===== src/rtl/uart_pkg.sv =====
// Shared definitions for the UART word receiver: FSM encoding, bit-count width and
// bit-timer width helper.
package uart_pkg;

   typedef enum logic [1:0] {
      StIdle,
      StStart,
      StData,
      StStop
   } rx_state_e;

   localparam int unsigned BitCntW = 3;

   function automatic int unsigned timer_width(input int unsigned clks_per_bit);
      return (clks_per_bit > 1) ? $clog2(clks_per_bit) : 1;
   endfunction

endpackage


===== src/rtl/uart_word_rx_if.sv =====
// Word handshake between the UART word receiver (master) and its downstream consumer (slave).
interface uart_word_rx_if;

   logic [31:0] o_data;
   logic [31:0] o_addr;
   logic        o_valid;
   logic        i_ready;

   modport master (output o_data, output o_addr, output o_valid, input i_ready);
   modport slave  (input o_data, input o_addr, input o_valid, output i_ready);

endinterface


===== src/rtl/uart_rx_byte.sv =====
// 8N1 byte receiver: 2-flop synchroniser, start/data/stop FSM and LSB-first shifter.
// Define UART_WORD_RX_FRAME_CHECK_EN to check stop bits and wait out line breaks.
module uart_rx_byte
   import uart_pkg::*;
#(
   parameter int unsigned CLKS_PER_BIT = 50
) (
   input  logic       clk_i,
   input  logic       rst_i,
   input  logic       rxd_i,
   output logic       byte_vld_o,
   output logic [7:0] byte_o,
   output logic       frame_err_o
);

   localparam int unsigned       TimerW   = timer_width(CLKS_PER_BIT);
   localparam logic [TimerW-1:0] HalfLast = TimerW'(CLKS_PER_BIT / 2 - 1);
   localparam logic [TimerW-1:0] BitLast  = TimerW'(CLKS_PER_BIT - 1);

   rx_state_e          state_q, state_d;
   logic               sync1_q, sync2_q;
   logic [TimerW-1:0]  timer_q, timer_d;
   logic [BitCntW-1:0] bit_q, bit_d;
   logic [7:0]         shift_q, shift_d;
   logic               vld_q, vld_d;
   logic               ferr_q, ferr_d;
`ifdef UART_WORD_RX_FRAME_CHECK_EN
   logic               brk_q, brk_d;
`endif

   always_ff @(posedge clk_i or posedge rst_i) begin
      if (rst_i) begin
         sync1_q <= 1'b1;
         sync2_q <= 1'b1;
         state_q <= StIdle;
         timer_q <= '0;
         bit_q   <= '0;
         shift_q <= '0;
         vld_q   <= 1'b0;
         ferr_q  <= 1'b0;
`ifdef UART_WORD_RX_FRAME_CHECK_EN
         brk_q   <= 1'b0;
`endif
      end else begin
         sync1_q <= rxd_i;
         sync2_q <= sync1_q;
         state_q <= state_d;
         timer_q <= timer_d;
         bit_q   <= bit_d;
         shift_q <= shift_d;
         vld_q   <= vld_d;
         ferr_q  <= ferr_d;
`ifdef UART_WORD_RX_FRAME_CHECK_EN
         brk_q   <= brk_d;
`endif
      end
   end

   always_comb begin
      state_d = state_q;
      timer_d = timer_q + 1'b1;
      bit_d   = bit_q;
      shift_d = shift_q;
      vld_d   = 1'b0;
      ferr_d  = 1'b0;
`ifdef UART_WORD_RX_FRAME_CHECK_EN
      brk_d   = brk_q;
`endif
      unique case (state_q)
         StIdle: begin
            timer_d = '0;
            bit_d   = '0;
            if (!sync2_q) state_d = StStart;
         end
         StStart: begin
            if (timer_q == HalfLast) begin
               timer_d = '0;
               state_d = sync2_q ? StIdle : StData;
            end
         end
         StData: begin
            if (timer_q == BitLast) begin
               timer_d = '0;
               shift_d = {sync2_q, shift_q[7:1]};
               if (&bit_q) state_d = StStop;
               else        bit_d   = bit_q + 1'b1;
            end
         end
         StStop: begin
`ifdef UART_WORD_RX_FRAME_CHECK_EN
            // After a bad stop bit, hold here until the line idles so a break is not a start.
            if (brk_q) begin
               timer_d = timer_q;
               if (sync2_q) begin
                  brk_d   = 1'b0;
                  state_d = StIdle;
               end
            end else if (timer_q == BitLast) begin
               if (sync2_q) begin
                  vld_d   = 1'b1;
                  state_d = StIdle;
               end else begin
                  ferr_d  = 1'b1;
                  brk_d   = 1'b1;
               end
            end
`else
            if (timer_q == BitLast) begin
               vld_d   = 1'b1;
               state_d = StIdle;
            end
`endif
         end
         default: state_d = StIdle;
      endcase
   end

   assign byte_vld_o  = vld_q;
   assign byte_o      = shift_q;
   assign frame_err_o = ferr_q;

endmodule


===== src/rtl/uart_word_rx.sv =====
// UART-to-word receive stage: packs four bytes little-endian into an addressed word with
// valid/ready output and sticky error flags. Frame checking: UART_WORD_RX_FRAME_CHECK_EN.
module uart_word_rx
   import uart_pkg::*;
#(
   parameter int unsigned CLKS_PER_BIT = 50,
   parameter int unsigned ADDR_STEP    = 4
) (
   input  logic                  CLK,
   input  logic                  RST,
   input  logic                  w_rxd,
   uart_word_rx_if.master        word_if,
   output logic                  o_frame_err,
   output logic                  o_overrun
);

   localparam logic [1:0] LaneLast = 2'd3;

   logic        byte_vld;
   logic [7:0]  rx_byte;
   logic        frame_err;
   logic        xfer;

   logic [1:0]  lane_q, lane_d;
   logic [23:0] part_q, part_d;
   logic [31:0] data_q, data_d;
   logic [31:0] addr_q, addr_d;
   logic        valid_q, valid_d;
   logic        ferr_q, ferr_d;
   logic        ovr_q, ovr_d;

   uart_rx_byte #(
      .CLKS_PER_BIT(CLKS_PER_BIT)
   ) u_rx_byte (
      .clk_i      (CLK),
      .rst_i      (RST),
      .rxd_i      (w_rxd),
      .byte_vld_o (byte_vld),
      .byte_o     (rx_byte),
      .frame_err_o(frame_err)
   );

   always_ff @(posedge CLK or posedge RST) begin
      if (RST) begin
         lane_q  <= '0;
         part_q  <= '0;
         data_q  <= '0;
         addr_q  <= '0;
         valid_q <= 1'b0;
         ferr_q  <= 1'b0;
         ovr_q   <= 1'b0;
      end else begin
         lane_q  <= lane_d;
         part_q  <= part_d;
         data_q  <= data_d;
         addr_q  <= addr_d;
         valid_q <= valid_d;
         ferr_q  <= ferr_d;
         ovr_q   <= ovr_d;
      end
   end

   always_comb begin
      lane_d  = lane_q;
      part_d  = part_q;
      data_d  = data_q;
      addr_d  = addr_q;
      valid_d = valid_q;
      ferr_d  = ferr_q | frame_err;
      ovr_d   = ovr_q;
      xfer    = valid_q & word_if.i_ready;

      if (xfer) begin
         addr_d  = addr_q + ADDR_STEP;
         valid_d = 1'b0;
      end

      if (byte_vld) begin
         lane_d = lane_q + 1'b1;
         if (lane_q == LaneLast) begin
            // A word completing while the holding register is still occupied is dropped whole.
            if (!valid_q || xfer) begin
               data_d  = {rx_byte, part_q};
               valid_d = 1'b1;
            end else begin
               ovr_d   = 1'b1;
            end
         end else begin
            case (lane_q)
               2'd0:    part_d[7:0]   = rx_byte;
               2'd1:    part_d[15:8]  = rx_byte;
               default: part_d[23:16] = rx_byte;
            endcase
         end
      end
   end

   assign word_if.o_data  = data_q;
   assign word_if.o_addr  = addr_q;
   assign word_if.o_valid = valid_q;
   assign o_frame_err     = ferr_q;
   assign o_overrun       = ovr_q;

endmodule

===== src/flat_wrapper.sv =====
// flat-port wrapper written by rule: the top's interface ports become plain ports
module uart_word_rx_flat import uart_pkg::*;
#(
   parameter int unsigned CLKS_PER_BIT = 50,
   parameter int unsigned ADDR_STEP    = 4
)
  (CLK, RST, w_rxd, o_frame_err, o_overrun, word_if_o_data, word_if_o_addr, word_if_o_valid, word_if_i_ready);
  uart_word_rx_if word_if_i ();
  input  logic CLK;
  input  logic RST;
  input  logic w_rxd;
  output logic o_frame_err;
  output logic o_overrun;
  output wire logic [$bits(word_if_i.o_data)-1:0] word_if_o_data;
  output wire logic [$bits(word_if_i.o_addr)-1:0] word_if_o_addr;
  output wire logic [$bits(word_if_i.o_valid)-1:0] word_if_o_valid;
  input wire logic [$bits(word_if_i.i_ready)-1:0] word_if_i_ready;
  assign word_if_o_data = word_if_i.o_data;
  assign word_if_o_addr = word_if_i.o_addr;
  assign word_if_o_valid = word_if_i.o_valid;
  assign word_if_i.i_ready = word_if_i_ready;
  uart_word_rx #(.CLKS_PER_BIT(CLKS_PER_BIT), .ADDR_STEP(ADDR_STEP)) u_core (.CLK(CLK), .RST(RST), .w_rxd(w_rxd), .word_if(word_if_i), .o_frame_err(o_frame_err), .o_overrun(o_overrun));
endmodule

===== config.mk =====
export PLATFORM = sky130hd
export DESIGN_NAME = uart_word_rx_flat
export DESIGN_NICKNAME = d
export VERILOG_FILES = /design/src/rtl/uart_pkg.sv /design/src/rtl/uart_word_rx_if.sv /design/src/rtl/uart_rx_byte.sv /design/src/rtl/uart_word_rx.sv /design/src/flat_wrapper.sv
export SDC_FILE = /design/constraint.sdc
export NUM_CORES = 1
export LEC_CHECK = 0
export BUFFER_PORTS_ARGS = -buffer_cell sky130_fd_sc_hd__buf_2
export CAP_MARGIN = 15
export CORE_UTILIZATION = 51
export DETAILED_ROUTE_END_ITERATION = 16
export GPL_TIMING_DRIVEN = 0
export PLACE_DENSITY_LB_ADDON = 0.05
export SKIP_LAST_GASP = 1
export SLEW_MARGIN = 30
export SYNTH_ARGS = -nofsm -noshare
export SYNTH_HDL_FRONTEND = slang
export SYNTH_SLANG_ARGS = --single-unit

===== constraint.sdc =====
create_clock -name CLK -period 4.2 [get_ports CLK]
set_clock_uncertainty 0.15 [all_clocks]
set_input_delay 0.21 -clock CLK [delete_from_list [all_inputs] [get_ports CLK]]
set_output_delay 0.21 -clock CLK [all_outputs]
set_load 0.03 [all_outputs]

# == After elaboration in Yosys (flattened, before gate mapping) ==
# Index checks and enable logic that the tools add are counted.
# totals
rom_bits,0
memories,0
ff_bits,114
ramBits,0
latch_bits,0
# op_classes
addsub,4
n_mul,0
n_lt_le_gt_ge,0
bitwise,4
n_mux,19
div,0
eq_ne,13
n_reduce_logical,15
shifts,0
# ops
op,count
$add A32 B3 Y32 const B,1
$reduce_and A3 Y1,7
$pmux W6 S3,1
$mux W2,6
$mux W6,2
$ne A2 B2 Y1 const B,6
$pmux W2 S4,1
$add A6 B1 Y6 const B,1
$eq A2 B2 Y1 const B,3
$eq A6 B5 Y1 const B,1
$eq A6 B6 Y1 const B,1
$mux W1,6
$mux W3,2
$pmux W3 S2,1
$reduce_and A5 Y1,1
$eq A2 B1 Y1 const B,2
$logic_not A2 Y1,2
$add A3 B1 Y3 const B,1
$not A1 Y1,3
$add A2 B1 Y2 const B,1
$reduce_and A2 Y1,1
$reduce_bool A2 Y1,1
$reduce_or A2 Y1,1
$and A1 B1 Y1,1
2 further kinds,2

# == Depth between registers and ports, before layout ==
# depth
ltp_word,5
ltp_mapped,7
mapped_depth_nobuf,6

# == Hierarchy ==
# Synthesis repeated with hierarchy kept, for this count alone.
# unflattened
cells_unflattened,349
area_unflattened_um2,4942.2
# modules_own_cells
mod,cells_per_inst,n_inst,area_each_um2
uart_word_rx,259,1,3886.2
uart_rx_byte,90,1,1056.0

# == Least setup slack after synthesis ==
# Ideal clock, no wire load.
# synth_path
path_type,reg-to-reg
from,reg u_core.addr_q[2] (netlist: u_core.word_if.o_addr[2])
to,reg u_core.addr_q[22] (netlist: u_core.word_if.o_addr[22])
setup_time_ns,0.135
setup_slack_ns,2.225
arrival_time_ns,1.690
period_less_slack_ns,1.975
stages_incl_launch_ff,7
path_cell_list,dfrtp_1 -> ha_1 -> and3_1 -> clkbuf_1 -> nor4b_4 -> nand4_1 -> xnor2_1
# synth_via
elab_chain_len,1
# synth_rtl
item,line,text
from (decl),uart_word_rx.sv:27,"logic [31:0] addr_q, addr_d;"
from (signal assigned),uart_word_rx.sv:56,addr_q <= addr_d;
$add A32 B3 Y32,uart_word_rx.sv:74,addr_d = addr_q + ADDR_STEP;
# Every way passes these cells.
# A chain may end at the register's enable or synchronous reset.

# == Final worst setup path ==
# layout_path
from,reg u_core.lane_q[0]
to,reg u_core.data_q[30] (netlist: u_core.word_if.o_data[30])
# layout_via
elab_chain_len,2
# layout_rtl
item,line,text
from (decl),uart_word_rx.sv:24,"logic [1:0] lane_q, lane_d;"
from (signal assigned),uart_word_rx.sv:53,lane_q <= lane_d;
$eq A2 B2 Y1,uart_word_rx.sv:80,if (lane_q == LaneLast) begin
$reduce_and A3 Y1 (no line),n/a,
to (signal assigned),uart_word_rx.sv:55,data_q <= data_d;
to (decl),uart_word_rx.sv:26,"logic [31:0] data_q, data_d;"
# Every way passes these cells.

==> summary.txt <==
Detailed routing
  • DRT Wirelength: 7930 um
  • DR WL/cell: 14.6 um
  • Post-route DRC: 0
  • DRT Pass-1 Iters: 4
  • Via total after detailed routing: 2843
  • Vias per Instance: 5.26
  • DR iter-0 viols: 119
  • Antenna-violating nets left: 0

Logic synthesis
  • Post-synthesis sequential area ratio: 0.604
  • Synth Flop Type: dfrtp_1
  • Post-synth top area cell: dfrtp_1
  • Commonest cells in the synthesized netlist: 110 x dfrtp_1, 64 x mux2_2, 26 x xnor2_1
  • #FFs+latches synth: 112
  • Top-area cell type share of the netlist area: 0.593
  • Netlist Area Pre-Place: 4640 sq um
  • Count leader, synth: dfrtp_1
  • Area contributors post-synth: dfrtp_1 59%, mux2_2 16%, xnor2_1 4.9%
  • Warnings from Yosys: 0
  • Cells after synthesis: 345
  • Ys async rst share: 1.00
  • Average cell area after synthesis: 13.5 sq um
  • Library cells used by synthesis: 37
  • EDFF count, synth: 0

Global route
  • Busiest grt layer: met2
  • Vias in the first global route: 2767
  • Antenna violations before repair: 0
  • Met3 usage: 0.0410
  • Largest net degree at the start of global routing: 50
  • Met2 GRT Util: 0.286
  • Global-route wire length before repair: 13600 um
  • Gr ovfl total: 0
  • GRT Util Overall: 0.182
  • Global routing usage on met1: 0.247

Clock network
  • Clock root buffer: clkbuf_8
  • Worst skew pair latency: 0.37 ns
  • CTS tree: yes
  • Clock Sinks: 112
  • # resized after CTS: 0
  • Postcts setup bufs: 0
  • CTS clk-pin slew, worst paths: 0.10 ns
  • Hold buffers post-CTS: 2
  • Num CTS Buffers: 9
  • Max Root-Sink Buffers: 2
  • # H-tree levels: 3

Timing
  • Fin crit period: 2.04 ns
  • Fin. max-slew vios: 0
  • Hold slack: 0.0198 ns
  • Final hold viol count: 0
  • Fmax: 490 MHz
  • Tcrit/Tclk final: 0.486
  • Unrepaired setup endpoints after global routing: false
  • Least-Margin Pin Slew: 0.548 ns
  • Slew headroom: 0.632
  • Final setup vio count: 0

Worst setup path
  • Worst path max stage delay: 0.43 ns
  • CP Launch Type: flip-flop
  • Worst path required time: 4.30 ns
  • Critical path endpoint category: flip-flop
  • CP max-delay cell: dfrtp_1
  • Setup CP Type: reg2reg
  • CP Data Arrival Time: 2.15 ns
  • CP max FO: 10
  • Worst setup path startpoint: u_core.lane_q[0]
  • Crit-path cells: ha_1 > nand2_1 > nor2b_1 > clkbuf_1 > buf_2 > mux2_2
  • Reg-to-Reg Start: u_core.lane_q[0]

Die
  • I/O pin count: 71
  • Num rows: 34
  • Core ar.: 8760 sq um
  • Width of the chip: 97.4 um
  • Die outline area: 9490 sq um
  • Die H: 97.4 um
  • Initial Util: 0.530

Final layout
  • Fraction of final layout cells sized beyond drive strength 1: 0.379
  • Finished Layout Cells: 541
  • Nets@finish: 443
  • Area grow syn2layout: 16.0%
  • Ant. Diodes: 0

Power
  • Peak VDD IR: 195 uV
  • Switching Share: 0.257
  • Clock group share of total power: 0.319
  • Seq pwr share: 0.584
  • Combinational share of power: 0.097
  • P_sw: 507 uW
  • Int Power: 1460 uW
  • Leak: 0.00287 uW
  • Pwr dens: 366 nW/um^2

Min path
  • HP Class: in2reg
  • Hold Startpoint: word_if_i_ready

Job
  • Max-cap violations: 0

Place
  • Detailed Place HPWL: 5410 um
  • IO Port Bufs: 67
  • Cells after DPL: 524
  • Final GP Congestion: 0.728

Status
  • Outcome: finished, final reports clean
[logic make-up after synthesis]
kind of cell,Yosys count,synth area share
AOI/OAI and AO/OA,11,0.0162
DFF,112,0.604
and+or+nand+nor,88,0.107
other,1,0.000808
adders and majority gates,10,0.0270
muxes,65,0.158
buffers and inverters,24,0.0229
xor gates and xnor gates,34,0.0642
[final cells by class]
cell class                      count  area, sq um
Multi-Input combinational cell    211         1740
Sequential cell                   112         2810
Buffer                             13         65.1
Fill cell                         741         3380
Clock buffer                        9          124
Clock inverter                      6         70.1
Tap cell                          108          135
Inverter                           11         46.3
Timing Repair Buffer               71          403
[layout by cell type (no fill, tap or decap), types with 2 or more instances in the layout]
| master | instances |
|---|---|
| xnor2_1 | 26 |
| mux2_2 | 64 |
| ha_1 | 10 |
| and3_1 | 8 |
| xor2_1 | 8 |
| nor2b_1 | 3 |
| clkinvlp_4 | 3 |
| dfstp_2 | 2 |
| inv_6 | 2 |
| buf_2 | 71 |
| buf_4 | 3 |
| clkbuf_1 | 6 |
| nand3_1 | 20 |
| conb_1 | 3 |
| or3_1 | 2 |
| nor2_1 | 16 |
| o21ai_0 | 2 |
| dfrtp_1 | 110 |
| dlygate4sd3_1 | 2 |
| clkbuf_8 | 9 |
| a31oi_1 | 2 |
| nand4_1 | 9 |
| nand2_1 | 19 |
| o211ai_1 | 2 |
| nand4_2 | 2 |
| inv_1 | 10 |
[flip-flops by register name (all words and copies together), names as in the netlist, named ones only]
signal	count
u_core.word_if.o_data	32
u_core.word_if.o_addr	30
u_core.part_q	24
u_core.u_rx_byte.byte_o	8
u_core.u_rx_byte.timer_q	6
u_core.u_rx_byte.bit_q	3
u_core.lane_q	2
u_core.o_overrun	1
u_core.u_rx_byte.byte_vld_o	1
u_core.u_rx_byte.state_q	1
u_core.u_rx_byte.sync1_q	1
u_core.u_rx_byte.sync2_q	1
u_core.word_if.o_valid	1
[per-layer routing]
layer,share of wire,up-vias
met2,0.46,55
met5,0,-
met1,0.48,1420
li1,-,1360
met4,0.014,0
met3,0.041,8
[worst max-delay path, delay by kind of cell, from the launching register on]
family	cells	cell delay (ns)
AND/OR/NAND/NOR	2	0.21
multiplexers	1	0.37
flip-flops	1	0.43
buffers and inverters	2	0.59
adder cells (fa/ha/maj)	1	0.19
[path summary, 6_finish.rpt]
| path | endpoint | slack, ns | depth (start not counted) |
|---|---|---|---|
| worst max-delay path | u_core.word_if.o_data[30] | 2.16 | 6 |
| worst min-delay path | u_core.word_if.o_addr[2] | 0.02 | 3 |
| worst max register to register | u_core.word_if.o_data[30] | 2.16 | 6 |
| worst min register to register | u_core.u_rx_byte.sync2_q | 0.21 | 0 |
| max in group asynchronous | u_core.u_rx_byte.byte_o[5] | 2.95 | 5 |
| min in group asynchronous | u_core.word_if.o_data[9] | 0.18 | 3 |
[power by group through the flow]
| stage | Clock, uW | Sequential, uW | Combinational, uW |
|---|---|---|---|
| floorplan | 0 | 1170 | 141 |
| global placement | 0 | 1170 | 180 |
| detailed placement | 0 | 1170 | 193 |
| CTS | 657 | 1150 | 195 |
| global route | 696 | 1160 | 222 |
| finish | 629 | 1150 | 191 |
[metrics by stage]
step | setup WS, ns | area, sq um | util | TNS (ns) | power [uW]
2_1_floorplan | 0.884 | 4650 | - | 0 | 1310
3_3_place_gp | -0.326 | 5120 | 0.584 | -34.97 | 1350
3_5_place_dp | 2.16 | 5170 | 0.590 | 0 | 1360
4_1_cts | 2.14 | 5390 | 0.615 | 0 | 2000
5_1_grt | 2.03 | 5390 | 0.615 | 0 | 2070
6_report | 2.16 | 5390 | 0.615 | 0 | 1970
Power figures use the tool's default switching activity.
